`config.mk`:
```
export PLATFORM = sky130hd
export DESIGN_NAME = addsub_arbiter
export DESIGN_NICKNAME = d
export VERILOG_FILES = /design/src/rtl/addsub_arb_pkg.sv /design/src/rtl/addsub_arbiter_rr_pick.sv /design/src/rtl/addsub_arbiter.sv
export SDC_FILE = /design/constraint.sdc
export NUM_CORES = 1
export LEC_CHECK = 0
export BUFFER_PORTS_ARGS = -buffer_cell sky130_fd_sc_hd__buf_2
export CAP_MARGIN = 20
export CORE_AREA = 2 2 119 121
export CTS_BUF_LIST = sky130_fd_sc_hd__clkbuf_8
export CTS_CLUSTER_SIZE = 28
export DETAILED_ROUTE_END_ITERATION = 8
export DIE_AREA = 0 0 121 123
export GPL_TIMING_DRIVEN = 0
export PLACE_DENSITY = 0.87
export SLEW_MARGIN = 5
export SYNTH_ARGS = -nofsm -noshare
export SYNTH_HDL_FRONTEND = slang
export SYNTH_SLANG_ARGS = --single-unit
export TNS_END_PERCENT = 100
```
`constraint.sdc`:
```
create_clock -name i_clk -period 9.2 [get_ports i_clk]
set_input_delay 1.84 -clock i_clk [delete_from_list [all_inputs] [get_ports i_clk]]
set_output_delay 1.84 -clock i_clk [all_outputs]
set_load 0.02 [all_outputs]
```
`src/rtl/addsub_arb_pkg.sv`:
```
// Shared types and arithmetic helpers for addsub_arbiter.
// Optional build macro ADDSUB_ARB_SAT_EN: when defined, adder/subtractor
// saturate on signed overflow instead of wrapping.
package addsub_arb_pkg;

    typedef enum logic {OP_ADD = 1'b0, OP_SUB = 1'b1} op_t;
    typedef enum logic {ST_IDLE = 1'b0, ST_HOLD = 1'b1} state_t;

    localparam int INT_MAX = 32'sh7FFF_FFFF;
    localparam int INT_MIN = 32'sh8000_0000;

    // a + b; overflow only when both operands share a sign the sum lacks
    function automatic void adder(input int i_a, input int i_b, output int o);
        int s;
        s = i_a + i_b;
`ifdef ADDSUB_ARB_SAT_EN
        if ((i_a[31] == i_b[31]) && (s[31] != i_a[31]))
            o = i_a[31] ? INT_MIN : INT_MAX;
        else
            o = s;
`else
        o = s;
`endif
    endfunction

    // a - b; overflow only when operand signs differ and result sign leaves a's
    function automatic void subtractor(input int i_a, input int i_b, output int o);
        int d;
        d = i_a - i_b;
`ifdef ADDSUB_ARB_SAT_EN
        if ((i_a[31] != i_b[31]) && (d[31] != i_a[31]))
            o = i_a[31] ? INT_MIN : INT_MAX;
        else
            o = d;
`else
        o = d;
`endif
    endfunction

endpackage

```
`src/rtl/addsub_arbiter_rr_pick.sv`:
```
// Combinational round-robin pick: first set request at or above the
// pointer, wrapping modulo N. Returns one-hot grant, index and a hit flag.
module rr_pick #(
    parameter int N   = 4,
    parameter int IDW = $clog2(N)
) (
    input  logic [N-1:0]   i_req,
    input  logic [IDW-1:0] i_ptr,
    output logic [N-1:0]   o_gnt,
    output logic [IDW-1:0] o_win,
    output logic           o_any
);

    // Scan N positions starting at the pointer; the first hit wins
    always_comb begin
        int             k;
        logic [IDW-1:0] kk;
        o_gnt = '0;
        o_win = '0;
        o_any = 1'b0;
        k     = 0;
        kk    = '0;
        for (int i = 0; i < N; i++) begin
            k = int'(i_ptr) + i;
            if (k >= N) k = k - N;
            kk = IDW'(k);
            if (!o_any && i_req[kk]) begin
                o_any     = 1'b1;
                o_gnt[kk] = 1'b1;
                o_win     = kk;
            end
        end
    end

endmodule

```
`src/rtl/addsub_arbiter.sv`:
```
// Round-robin arbiter sharing one add/subtract datapath among N requesters.
// The granted request is computed in the accept cycle and registered, so
// the result appears one cycle after the grant and is held until i_rdy.
// Build macro ADDSUB_ARB_SAT_EN selects saturating arithmetic.
module addsub_arbiter
    import addsub_arb_pkg::*;
#(
    parameter int N   = 4,
    parameter int IDW = $clog2(N)
) (
    input  logic              i_clk,
    input  logic              i_rst,
    input  logic [N-1:0]      i_req,
    input  logic [N-1:0]      i_op,
    input  logic [N*32-1:0]   i_a,
    input  logic [N*32-1:0]   i_b,
    output logic [N-1:0]      o_gnt,
    output logic              o_valid,
    output logic [IDW-1:0]    o_id,
    output logic [31:0]       o_res,
    input  logic              i_rdy
);

    localparam logic [IDW-1:0] LAST = IDW'(N - 1);

    state_t         state_q;
    logic           valid_q;
    logic [IDW-1:0] id_q;
    logic [31:0]    res_q;
    logic [IDW-1:0] ptr_q;

    logic [N-1:0]   pick_gnt;
    logic [IDW-1:0] pick_win;
    logic           pick_any;

    logic           accept_ok;
    logic           accept;
    logic [31:0]    a_sel;
    logic [31:0]    b_sel;
    op_t            op_sel;
    logic [31:0]    res_d;
    logic [IDW-1:0] ptr_d;

    rr_pick #(.N(N), .IDW(IDW)) u_pick (
        .i_req (i_req),
        .i_ptr (ptr_q),
        .o_gnt (pick_gnt),
        .o_win (pick_win),
        .o_any (pick_any)
    );

    // A new operation may enter when idle, or when the held result leaves
    always_comb begin
        accept_ok = (state_q == ST_IDLE) || i_rdy;
        accept    = !i_rst && accept_ok && pick_any;
    end

    assign o_gnt = accept ? pick_gnt : '0;

    // Steer the winner's opcode and operands into the shared datapath
    always_comb begin
        a_sel  = '0;
        b_sel  = '0;
        op_sel = OP_ADD;
        for (int k = 0; k < N; k++) begin
            if (pick_win == IDW'(k)) begin
                a_sel  = i_a[32*k +: 32];
                b_sel  = i_b[32*k +: 32];
                op_sel = op_t'(i_op[k]);
            end
        end
    end

    // Shared adder/subtractor; both evaluated, opcode selects the result
    always_comb begin
        int sum;
        int diff;
        sum  = 0;
        diff = 0;
        adder(int'(a_sel), int'(b_sel), sum);
        subtractor(int'(a_sel), int'(b_sel), diff);
        res_d = (op_sel == OP_SUB) ? diff : sum;
    end

    // Pointer moves to the slot just past the winner
    always_comb begin
        ptr_d = (pick_win == LAST) ? '0 : pick_win + 1'b1;
    end

    // Control FSM with registered result, id, valid and pointer
    always_ff @(posedge i_clk) begin
        if (i_rst) begin
            state_q <= ST_IDLE;
            valid_q <= 1'b0;
            id_q    <= '0;
            res_q   <= '0;
            ptr_q   <= '0;
        end else if (accept) begin
            state_q <= ST_HOLD;
            valid_q <= 1'b1;
            id_q    <= pick_win;
            res_q   <= res_d;
            ptr_q   <= ptr_d;
        end else if ((state_q == ST_HOLD) && i_rdy) begin
            state_q <= ST_IDLE;
            valid_q <= 1'b0;
        end
    end

    assign o_valid = valid_q;
    assign o_id    = id_q;
    assign o_res   = res_q;

endmodule

```
# == Yosys cells after proc, flatten, opt, wreduce, memory -nomap -nowiden ==
# Index checks and enable logic that the tools add are counted.
# classes
add_sub_neg,10
n_lt_le_gt_ge,12
n_eq_ne,3
mux,49
bitwise_logic,4
n_reduce_logical,17
# op_table
operator,count
$mux W32,9
$add A32 B32 Y32,1
$sub A32 B32 Y32,1
$mux W4,5
$mux W1,18
$mux W2,9
$lt A2 B3 Y1 const B,4
$or A4 B4 Y4,3
$logic_and A1 B1 Y1,10
$ge A3 B3 Y1 const B,3
$bmux W1 S2,4
$demux W1 S2,4
$ge A2 B1 Y1 const B,4
$sub A2 B1 Y2 const B,4
$add A2 B2 Y3 const B,2
$eq A2 B2 Y1 const B,2
$logic_not A1 Y1,4
$add A2 B1 Y3 const B,1
$ge A2 B3 Y1 const B,1
$add A2 B1 Y2 const B,1
$eq A2 B1 Y1 const B,1
$logic_not A2 Y1,1
$reduce_bool A2 Y1,1
$logic_or A1 B1 Y1,1
$not A1 Y1,1
# word_totals
reg_bits,37
inputBits,267
out_inout_bits,39

# == Longest topological paths before layout ==
# depth
depth_word,21
ltp_mapped,33

# == Hierarchy ==
# A second synthesis with hierarchy kept.
# unflattened
hier_cells,857
hier_area_um2,5881.9
# modules_own_cells
module,instances,cells_each,area_per_inst_um2,seq_area_each_um2
addsub_arbiter,1,812,5460.2,740.7
rr_pick,1,45,421.7,0.0

# == Worst setup path after synthesis ==
# No wires, ideal clock.
# synth_path
path_type,in2reg
from,input i_req[1]
to,register res_q[24] (netlist: o_res[24])
setup_ps,128
t_arrival_ps,7216
slack_ps,1856
stages,26
cell_sequence,mux2_2 -> o21a_1 -> clkbuf_1 -> o21a_1 -> a21oi_1 -> inv_1 -> ha_1 -> buf_2 -> buf_2 -> buf_2 -> buf_2 -> a221oi_1 -> nor3_1 -> a21oi_1 -> clkbuf_1 -> nand2_1 -> xor2_1 -> ha_1 -> and3_1 -> a221o_1 -> a311o_1 -> a32oi_1 -> o31ai_1 -> a31oi_1 -> xor2_1 -> o21ai_0
# synth_via
elab_chain_len,19
word_cells_on_any_way,42
# synth_rtl
item,line,rtl
"start, declared",addsub_arbiter.sv:13,"input logic [N-1:0] i_req,"
$bmux W1 S2,addsub_arbiter_rr_pick.sv:27,if (!o_any && i_req[kk]) begin
$mux W1 (not written as such),addsub_arbiter_rr_pick.sv:27,
$mux W1,addsub_arbiter_rr_pick.sv:27,
$logic_not A1 Y1,addsub_arbiter_rr_pick.sv:27,
$logic_and A1 B1 Y1,addsub_arbiter_rr_pick.sv:27,
$mux W1,addsub_arbiter_rr_pick.sv:27,
$logic_not A1 Y1,addsub_arbiter_rr_pick.sv:27,
$logic_and A1 B1 Y1,addsub_arbiter_rr_pick.sv:27,
$mux W1,addsub_arbiter_rr_pick.sv:27,
$logic_not A1 Y1,addsub_arbiter_rr_pick.sv:27,
$logic_and A1 B1 Y1,addsub_arbiter_rr_pick.sv:27,
$mux W2 (*),addsub_arbiter_rr_pick.sv:27,
net pick_win[0],addsub_arbiter.sv:33,logic [IDW-1:0] pick_win;
$logic_not A2 Y1,addsub_arbiter.sv:66,if (pick_win == IDW'(k)) begin
$mux W32 (4 in series),addsub_arbiter.sv:66,
$add A32 B32 Y32 or $sub A32 B32 Y32 (tied branches),"addsub_arb_pkg.sv:15, addsub_arb_pkg.sv:29",
$mux W32 (*),addsub_arbiter.sv:82,res_d = (op_sel == OP_SUB) ? diff : sum;
"end signal, assigned",addsub_arbiter.sv:102,res_q <= res_d;
"end, declared",addsub_arbiter.sv:29,logic [31:0] res_q;
# The timed path passes the listed nets; every way through them passes the cells marked *. The select of a mux whose other input is x is not followed.
# A chain may end at the register's enable or synchronous reset.

# == Final worst setup path ==
# layout_path
from,input i_req[3]
to,register res_q[24] (netlist: o_res[24])
# layout_via
elab_chain_len,19
word_cells_on_any_way,42
# layout_rtl
item,line
$bmux W1 S2,addsub_arbiter_rr_pick.sv:27
$mux W1 (not written as such),addsub_arbiter_rr_pick.sv:27
$mux W1,addsub_arbiter_rr_pick.sv:27
$logic_not A1 Y1,addsub_arbiter_rr_pick.sv:27
$logic_and A1 B1 Y1,addsub_arbiter_rr_pick.sv:27
$mux W1,addsub_arbiter_rr_pick.sv:27
$logic_not A1 Y1,addsub_arbiter_rr_pick.sv:27
$logic_and A1 B1 Y1,addsub_arbiter_rr_pick.sv:27
$mux W1,addsub_arbiter_rr_pick.sv:27
$logic_not A1 Y1,addsub_arbiter_rr_pick.sv:27
$logic_and A1 B1 Y1,addsub_arbiter_rr_pick.sv:27
$mux W2,addsub_arbiter_rr_pick.sv:27
$logic_not A2 Y1,addsub_arbiter.sv:66
$mux W32 (4 in series),addsub_arbiter.sv:66
$add A32 B32 Y32 or $sub A32 B32 Y32 (tied branches),"addsub_arb_pkg.sv:15, addsub_arb_pkg.sv:29"
$mux W32,addsub_arbiter.sv:82
# Several ways; a longest one is shown, not always the timed one. The select of a mux whose other input is x is not followed.

==> flow_results.org <==
** Status
- The run finished with clean final reports.

** Global routing
- The number of global-route vias before repair came to 7,413.
- Global routing finished with a remaining overflow of 0.
- The first global-routing pass estimated 36.6 mm of wire.
- For this run, the total global-route usage over all layers was measured as 0.313.
- Number of antenna violations at the first check in global routing :: 5
- Largest net degree at the start of global routing :: 12

** STA
- Worst relative slew slack :: 0.426
- Count of final max-slew check failures :: 0
- Worst-margin pin slew :: 852 ps
- In the finished design, the share of the clock period the worst path needs comes to 0.951.
- RSZ-0062 raised after global routing :: false
- Max Clk Rate :: 114 MHz
- Clock skew on the completed layout was measured at 6.62 ps.
- Setup violations remaining at the end of the flow were counted as 0.
- Setup total negative slack on the finished layout was measured at 0 ps.
- Total count of hold-check failures in the final report :: 0
- Post-layout minimum cycle time :: 8750 ps

** Synthesis
- Share of the synthesized area in the top cell type :: 0.122
- Dominant cell type by area after synthesis :: sky130_fd_sc_hd__dfxtp_1
- Synthesis produced 911 cells.
- Each instance of the synthesized netlist takes up on average 6.66 um^2.
- Leading register cell type out of synthesis :: sky130_fd_sc_hd__dfxtp_1
- Warning count from the yosys run :: 0
- Leading cell types by total area after synthesis :: sky130_fd_sc_hd__dfxtp_1 (12%), sky130_fd_sc_hd__ha_1 (9.1%), sky130_fd_sc_hd__a21oi_1 (8.7%), sky130_fd_sc_hd__nand2_1 (7.5%), sky130_fd_sc_hd__o21ai_0 (6.5%)
- Of all flip-flops after synthesis, the portion carrying an async set or reset was 0.
- In this run, distinct cell masters in the synthesized netlist total 67.
- Sequential cell area fraction in the yosys report :: 0.122
- Net count after synthesis :: 1,223
- EDFF count, synth :: 0
- Flop and latch count out of synthesis :: 37
- Cell area after synthesis :: 6070 um^2

** Clock network
- Post-CTS Setup Bufs :: 0
- At the later pin of the worst-skew pair, clock insertion delay measures 290 ps.
- TritonCTS built the clock tree.
- The number of hold buffers added after CTS was 0.
- For this design, the sink count on the clock tree is 37.
- Cts bufs inserted :: 5
- Clk buf depth :: 2
- After clock tree synthesis, the repair step resized 0 gates.
- Clock-pin slew was measured on the worst setup and hold paths at 80 ps.
- Depth of the CTS H-tree :: 2
- Cell at the root of the clock tree :: sky130_fd_sc_hd__clkbuf_8

** Critical path
- Worst path depth :: 24
- Register-to-register path setup slack :: 640 ps
- Crit path launch :: i_req[3]
- Critical path cell sequence :: buf_2 -> mux2i_1 -> a21oi_1 -> nor2_1 -> o21a_1 -> a21oi_1 -> ha_1 -> clkbuf_1 -> clkbuf_1 -> clkbuf_1 -> a221oi_1 -> nor3_1 -> a21o_1 -> clkbuf_1 -> mux2i_1 -> fa_1 -> a21o_1 -> a221o_1 -> a311o_1 -> a32oi_1 -> o31ai_1 -> a31oi_1 -> xor2_1 -> o21ai_0
- For this run, the slowest stage of the critical path takes 520 ps.
- Buffers and inverters on the worst path :: 5
- Launching point of the worst reg2reg path :: ptr_q[0]
- The slowest stage of the critical path is the sky130_fd_sc_hd__a21oi_1 cell.
- STA classifies the critical path startpoint as an input port.
- Critical setup path kind :: in -> reg
- Data arrives at the worst endpoint at 8920 ps.
- In this run the worst path has a maximum fanout of 10.
- STA classifies the critical path endpoint as a flip-flop.
- Critical path data required time :: 9370 ps
- The number of cells on the worst reg-to-reg path is 26.
- Largest delay contributor family on the critical path :: compound AO/OA/AOI/OAI gates
- Critical register-to-register path endpoint :: o_res[24]
- In this run the worst setup path terminates at o_res[24].
- Cell occurring most often along the worst timing path :: sky130_fd_sc_hd__clkbuf_1

** Worst hold path
- Along the worst hold path, the cell count comes to 2.
- Class of the tightest hold or removal check :: reg -> reg

** Route
- Count of vias placed by the detailed router :: 7,960
- Number of nets with antenna violations after routing :: 0
- For this block, the routed nets add up to 24.4 mm of wire.
- Avg WL per Cell :: 17.3 um
- Initial DRC Count :: 611
- Dividing the detail-routed via count by the number of cells gives 5.64.
- In the routed design, unresolved DRC markers number 0.
- First-pass iteration count of the detailed router :: 5

** Floorplan
- The region available for standard cell placement spans 13,600 um^2.
- Die W :: 121 um
- In this run the core area contains 43 standard-cell rows.
- Initial core utilization :: 0.446
- Area of the die :: 14,900 um^2
- Die boundary height :: 123 um
- Top-Level Pins :: 306

** Run
- Total of max-cap violations :: 0

** Placement
- Cell Count Post-Placement :: 1,397
- HPWL after detailed placement :: 20.7 mm
- RePlAce Congestion :: 0.998
- The count of buffers added on input and output ports is 305.

** Final layout
- The library cells used most frequently in the layout, excluding fill and tap cells, are sky130_fd_sc_hd__buf_2 (318), sky130_fd_sc_hd__nand2_1 (122), sky130_fd_sc_hd__a21oi_1 (106), sky130_fd_sc_hd__nor2_1 (99), sky130_fd_sc_hd__o21ai_0 (79).
- The library cell used most frequently in the layout, excluding fill and tap cells, is sky130_fd_sc_hd__buf_2.
- Fraction of final layout cells with drive strength greater than 1 :: 0.284
- After the flow finishes, the layout carries non-filler instances totaling 1,411.
- Layout fillers :: 1,322
- Relative to the synthesized area, the layout overhead comes to 30.6%.
- Final layout net count :: 1,536
-- worst register-to-register path: cells and delay by family, from the launching register on --
kind | cells | cell delay (ps)
AOI/OAI and AO/OA | 12 | 3440
buffers and inverters | 6 | 2320
adders and majority gates | 3 | 1170
muxes | 2 | 470
and+or+nand+nor | 2 | 410
DFF | 1 | 400
xor gates and xnor gates | 1 | 220
-- synth_stat cells (all sizes together), types with 5 or more instances --
master,number
nand3,8
buf,20
o21ai,80
ha,44
a21o,22
nand2,122
a22oi,7
a221oi,10
o31ai,13
and3b,9
a21oi,106
nor2b,10
a31oi,9
clkbuf,44
or2,7
inv,20
and2,9
dfxtp,37
nand3b,38
or3,5
nor2,99
xnor2,28
xor2,29
nand2b,6
o211ai,13
o22a,10
o22ai,19
and3,6
a211oi,17
-- worst min path at each step --
stage | slack (ps) | start | end
floorplan | 550 | o_res[1] | o_res[1]
global placement | 460 | o_res[1] | o_res[1]
detailed placement | 470 | o_res[1] | o_res[1]
CTS | 480 | o_res[1] | o_res[1]
global route | 500 | o_res[1] | o_res[1]
finish | 490 | o_res[1] | o_res[1]
-- flip-flops by register name, indices dropped and copies added, names as in the netlist --
name     flops
o_res       32
o_id         2
ptr_q        2
o_valid      1
-- area by class of cell --
cell class	count	area, um^2	area share
multi-input combinational	790	4990	0.631
timing repair buffer	306	1530	0.193
sequential	37	741	0.0935
buffer	64	255	0.0322
tap	180	225	0.0284
inverter	20	75.1	0.00948
clock buffer	5	68.8	0.00869
antenna	6	15.0	0.00190
clock inverter	3	13.8	0.00174
-- kinds of logic after synthesis --
family,count (synthesis),synth area share
buffers and inverters,84,0.0545
flip-flops,37,0.122
multiplexers,7,0.0142
adder cells (fa/ha/maj),45,0.0941
AND/OR/NAND/NOR,339,0.274
XOR/XNOR,57,0.0823
AO/OA/AOI/OAI,342,0.359
-- stage by stage --
step	hold WS, ps	util	worst slack, ps	area, um^2
6_report	490	0.582	452	7920
5_1_grt	500	0.582	24.9	7920
4_1_cts	482	0.581	637	7910
3_5_place_dp	472	0.575	337	7820
3_3_place_gp	459	0.574	443	7820
2_1_floorplan	548	-	1860	6070
-- layer usage --
layer,vias to the layer above,track usage,wire length (um)
met5,-,0,0
met3,72,0.0443,1750
met1,3541,0.395,10100
met4,0,0.142,1080
met2,385,0.528,11400
li1,3962,-,-
Power is not shown: default switching activity piles up to over one toggle a cycle in this logic, so the estimate is an artifact.
